### src/rtl/zet_int_sched.sv
`timescale 1ns/1ps
// zet_int_sched: picks DIV/TRAP/NMI/IRQ service entry at instruction boundaries
// and runs the INTA/vector handshake with the PIC. Macro ZET_NMI_MASK_EN enables NMI nesting mask.
//
// state | meaning
// IDLE  | waiting for div_exc or an instruction boundary
// ACK   | inta driven to the PIC for one cycle
// VWAIT | waiting for vec_vld, timeout down-counter running
// RUN   | service sequence executing, sel/vector held until end_seq

module zet_int_sched #(
   parameter int unsigned VEC_TMO = 15,
   parameter logic [7:0]  DEF_VEC = 8'hFF
) (
   input  logic       clk,
   input  logic       rst_n,
   input  logic       exec_st,
   input  logic       end_seq,
   input  logic       block,
   input  logic       rep,
   input  logic       div_exc,
   input  logic       tflm,
   input  logic       iflm,
   input  logic       iflss,
   input  logic       intr,
   input  logic       nmir,
   input  logic       iret,
   input  logic       vec_vld,
   input  logic [7:0] vec_in,
   output logic [2:0] sel,
   output logic [7:0] vector,
   output logic       inta,
   output logic       nmia,
   output logic       busy
);

   typedef enum logic [1:0] {ST_IDLE, ST_ACK, ST_VWAIT, ST_RUN} state_t;

   localparam logic [4:0] TMO_LD = 5'(VEC_TMO);

   state_t      state_q, state_d;
   logic [4:0]  cnt_q, cnt_d;
   logic [2:0]  sel_q, sel_d;
   logic [7:0]  vector_q, vector_d;
   logic        nmia_q, nmia_d;
   logic        div_pend_q, div_pend_d;
   logic        nmi_mask_q, nmi_mask_d;
   logic        boundary, take_trap, take_nmi, take_irq, nmi_set;

   always_comb begin
      state_d    = state_q;
      cnt_d      = cnt_q;
      sel_d      = sel_q;
      vector_d   = vector_q;
      nmia_d     = 1'b0;
      div_pend_d = div_pend_q;
      nmi_set    = 1'b0;
      boundary   = exec_st & end_seq;
      take_trap  = tflm & iflss;
      take_nmi   = nmir & iflss & ~nmi_mask_q;
      take_irq   = intr & iflm & iflss;

      if (block) begin
         nmia_d = nmia_q;
         // a divide fault raised under a stall is remembered and served on release
         if (state_q == ST_IDLE && div_exc) div_pend_d = 1'b1;
      end else begin
         unique case (state_q)
            ST_IDLE: begin
               div_pend_d = 1'b0;
               if (div_exc || div_pend_q) begin
                  state_d  = ST_RUN;
                  sel_d    = 3'd1;
                  vector_d = 8'd0;
               end else if (boundary) begin
                  if (take_trap) begin
                     state_d  = ST_RUN;
                     sel_d    = 3'd2;
                     vector_d = 8'd1;
                  end else if (take_nmi) begin
                     state_d  = ST_RUN;
                     sel_d    = 3'd3;
                     vector_d = 8'd2;
                     nmia_d   = 1'b1;
                     nmi_set  = 1'b1;
                  end else if (take_irq) begin
                     state_d  = ST_ACK;
                     sel_d    = rep ? 3'd5 : 3'd4;
                  end
               end
            end
            ST_ACK: begin
               state_d = ST_VWAIT;
               cnt_d   = TMO_LD;
            end
            ST_VWAIT: begin
               if (vec_vld) begin
                  state_d  = ST_RUN;
                  vector_d = vec_in;
               end else if (cnt_q == 5'd1) begin
                  state_d  = ST_RUN;
                  vector_d = DEF_VEC;
                  cnt_d    = 5'd0;
               end else begin
                  cnt_d = cnt_q - 5'd1;
               end
            end
            ST_RUN: begin
               if (end_seq) begin
                  state_d = ST_IDLE;
                  sel_d   = 3'd0;
               end
            end
            default: state_d = ST_IDLE;
         endcase
      end
   end

`ifdef ZET_NMI_MASK_EN
   always_comb begin
      nmi_mask_d = nmi_mask_q;
      if (!block) begin
         if (nmi_set)   nmi_mask_d = 1'b1;
         else if (iret) nmi_mask_d = 1'b0;
      end
   end
`else
   logic unused_mask_in;
   assign nmi_mask_d     = 1'b0;
   assign unused_mask_in = &{1'b0, iret, nmi_set};
`endif

   always_ff @(posedge clk or negedge rst_n) begin
      if (!rst_n) begin
         state_q    <= ST_IDLE;
         cnt_q      <= 5'd0;
         sel_q      <= 3'd0;
         vector_q   <= 8'd0;
         nmia_q     <= 1'b0;
         div_pend_q <= 1'b0;
         nmi_mask_q <= 1'b0;
      end else begin
         state_q    <= state_d;
         cnt_q      <= cnt_d;
         sel_q      <= sel_d;
         vector_q   <= vector_d;
         nmia_q     <= nmia_d;
         div_pend_q <= div_pend_d;
         nmi_mask_q <= nmi_mask_d;
      end
   end

   assign sel    = sel_q;
   assign vector = vector_q;
   assign inta   = (state_q == ST_ACK) & ~block;
   assign nmia   = nmia_q & ~block;
   assign busy   = (state_q != ST_IDLE);

endmodule

### config.mk
export PLATFORM = sky130hd
export DESIGN_NAME = zet_int_sched
export DESIGN_NICKNAME = d
export VERILOG_FILES = /design/src/rtl/zet_int_sched.sv
export SDC_FILE = /design/constraint.sdc
export NUM_CORES = 1
export LEC_CHECK = 0
export BUFFER_PORTS_ARGS = -buffer_cell sky130_fd_sc_hd__buf_2
export CAP_MARGIN = 20
export CORE_MARGIN = 4
export CORE_UTILIZATION = 30
export DETAILED_ROUTE_END_ITERATION = 10
export GPL_ROUTABILITY_DRIVEN = 0
export GPL_TIMING_DRIVEN = 0
export HOLD_SLACK_MARGIN = 0.15
export SYNTH_ARGS = -nofsm -noshare
export SYNTH_HDL_FRONTEND = slang
export SYNTH_SLANG_ARGS = --single-unit
### constraint.sdc
create_clock -name clk -period 3.6 [get_ports clk]
set_input_delay 0.9 -clock clk [delete_from_list [all_inputs] [get_ports clk]]
set_output_delay 0.9 -clock clk [all_outputs]
set_load 0.05 [all_outputs]
==> results.md <==
- Critical Path RT: 2.70 ns
- Power density over the cells: 849 nW/µm²
- Area delta synth->final: 24.3%
- # nets final: 191
- Clock tree buffer depth: 2
- Hold Violations, Final: 0
- Slew headroom: 0.687
- First-pass GRT wire length: 4710 µm
- Fin crit period: 2.37 ns
- R2r worst-path depth: 7
- Synth Area in Adders: 0.0718
- Drt wl/cell: 13.7 µm
- ANT cells: 0
- CTS root buffer: clkbuf_8
- Drt pass-1 iters: 4
- Rows: 22
- Yosys warning count: 0
- Hold path cells: 2
- Crit. path cell count: 3
- Synth Area in Compound Gates: 0.252
- Core area: 3800 µm²
- Post-synth top flop: dfrtp_1
- Number of synthesized flops with an enable pin: 0
- Die Wd: 71.8 µm
- Post-CTS repair timing setup buffer count: 0
- Synth top area cells: dfrtp_1, ha_1, o21ai_0, nand2_1, nand2b_1
- Max_cap viols: 0
- Drt total wl: 2860 µm
- CTS tree: built
- Fmax: 0.422 GHz
- VDD IR max: 378 µV
- Via count: 1037
- Antenna Nets Post-Route: 0
- Post-Syn Instances: 124
- Total negative slack: 0 ns
- Final setup vio count: 0
- Main combinational cell family by area after synthesis: compound AO/OA/AOI/OAI gates
- Die Ht: 71.8 µm
- Share of the synthesized area in the top cell type: 0.410
- CP max FO: 10
- Flop2flop setup slack: 1.68 ns
- Initial antenna violation count: 0
- Clock latency on the worst-skew pair: 0.26 ns
- RSZ-0062 raised after global routing: no
- Congestion Overflow GR: 0
- Num CTS Buffers: 3
- Max-slew violations: 0
- Simple-gate area share of the yosys netlist: 0.189
- Worst min path class: reg -> reg
- Netlist Area Pre-Place: 1220 µm²
- Cts repair resizes: 0
- CTS Hold Bufs: 0
- Clock-pin slew on the worst setup and hold paths: 0.08 ns
- WS Path Type: in -> out
- Worst Tran Pin Value: 0.470 ns
- Hold Slack: 0.475 ns
- Initial Utilization: 0.321
- Avg Inst Size Synth: 9.84 µm²
- Total Power: 1.29 mW
- Seq cells post-synth: 20
- Crit end category: output port
- Leak Pwr: 0.696 nW
- Yosys cell types: 39
- # port buffers: 33
- GRT Total Usage: 0.113
- CTS H-Tree Depth: 1
- Critical Path Start: block
- Share of layout cells above drive strength 1: 0.304
- Register area share after synthesis: 0.410
- Reg-to-Reg End: vector[0]
- Synth Net Count: 153
- Buf+Inv Stages, Crit Path: 2
- Most used cell, CP: buf_2
- Die area: 5150 µm²
- CP delay by family, top: buffers and inverters
- Via/cell ratio: 4.96
- WP data arrival: 1.47 ns
- Setup Skew: 0.00476 ns
- Async S/R FF share, synth: 1.00
- CTS sink cnt: 20
- Pin count of the biggest net entering global routing: 21
- Final Util: 0.399
- Vias in the first global route: 1021
- Initial DRC count: 33
- Outcome: completed
- R2r startpoint: state_q[1]
- Crit-path cells: buf_2, nor2b_1, buf_2
- Crit share post-route: 0.658
- DP HPWL: 2290 µm
- Mux contribution to synthesized area: 0.0328
- Worst path slowest cell: buf_2
- Drt drc: 0
- Post-synth top area cell: dfrtp_1
- CP max stage delay: 0.27 ns
- Top Ports: 36
- Critical Path Start Type: input pin
- End of the critical path: inta
- Synth Area in XOR/XNOR: 0
worst min-delay path by stage:
stage | endpoint | from | slack, ns
2_1_floorplan | nmia_q | nmia_q | 0.44
3_3_place_gp | nmia_q | nmia_q | 0.46
3_5_place_dp | nmia_q | nmia_q | 0.46
4_1_cts | nmia_q | nmia_q | 0.48
5_1_grt | vector[3] | vector[3] | 0.51
6_report | nmia_q | nmia_q | 0.48
cell families after synthesis:
logic type | Yosys count
AOI/OAI and AO/OA | 43
adders and majority gates | 7
buffers and inverters | 12
DFF | 20
muxes | 3
and+or+nand+nor | 39
worst min-delay path: stages (launching register included):
cell and delay [ns]:
dfrtp_1 0.34, nand2_1 0.05, o41ai_1 0.05
cells in the mapped netlist (2+ instances only):
cell type  instances
a31oi_1            2
mux2_4             2
nor2b_1            3
ha_1               7
a211oi_1           2
dfrtp_1           20
a22o_1             3
or4_1              2
clkbuf_1           2
o21ai_0           13
o22ai_1            2
inv_1              8
a21oi_1            4
nand2b_1           6
o21ai_1            7
nand2_1           15
nor2_1             3
nand3_1            2
metal layers:
layer / track usage / part of all wire / vias to the layer above
met3: 0.0379 / 0.067 / 2
met2: 0.185 / 0.46 / 28
met1: 0.154 / 0.47 / 487
met5: 0 / 0 / -
li1: - / - / 520
met4: 0.00626 / 0.0035 / 0
power breakdown:
group / switching, mW / leakage (nW) / internal, mW
clock: 0.0792 / 0.0357 / 0.148
combinational: 0.463 / 0.415 / 0.231
sequential: 0.0595 / 0.246 / 0.306
total: 0.601 / 0.696 / 0.686
flip-flops by register name, summed over array words and instances (netlist names):
register and flops:
vector 8, cnt_q 5, sel 3, state_q 2, div_pend_q 1, nmia_q 1
cells in the final DEF, fill, tap and decap left out, drive strengths merged, types with 2 or more instances in the layout:
master | netlist | layout
a22o | 3 | 3
o21ai | 20 | 20
nand3 | 2 | 2
dfrtp | 20 | 20
clkbuf | 2 | 5
nor2 | 3 | 3
a211oi | 2 | 2
or4 | 2 | 2
nand2b | 6 | 6
ha | 7 | 7
mux2 | 2 | 2
inv | 8 | 8
a21oi | 5 | 5
or3b | 2 | 2
nor2b | 3 | 3
nand2 | 15 | 15
nor3 | 2 | 2
buf | 2 | 35
a31oi | 2 | 2
o22ai | 2 | 2
nor4b | 2 | 2
area by class of cell:
class	instances	area (µm²)
inverters	8	30.0
clock inverters	1	30.0
multi-input cells	92	666
well taps	48	60.1
clock buffers	3	41.3
flip-flops and latches	20	500
fillers	395	2280
plain buffers	4	23.8
repair buffers	33	165
through the flow:
step	instances	worst slack (ns)	instance area, µm²
2_1_floorplan	124	0.941	1220
3_3_place_gp	205	1.24	1450
3_5_place_dp	205	1.24	1450
4_1_cts	209	1.23	1520
5_1_grt	209	1.20	1520
6_report	209	1.23	1520
Power figures use the tool's default switching activity.
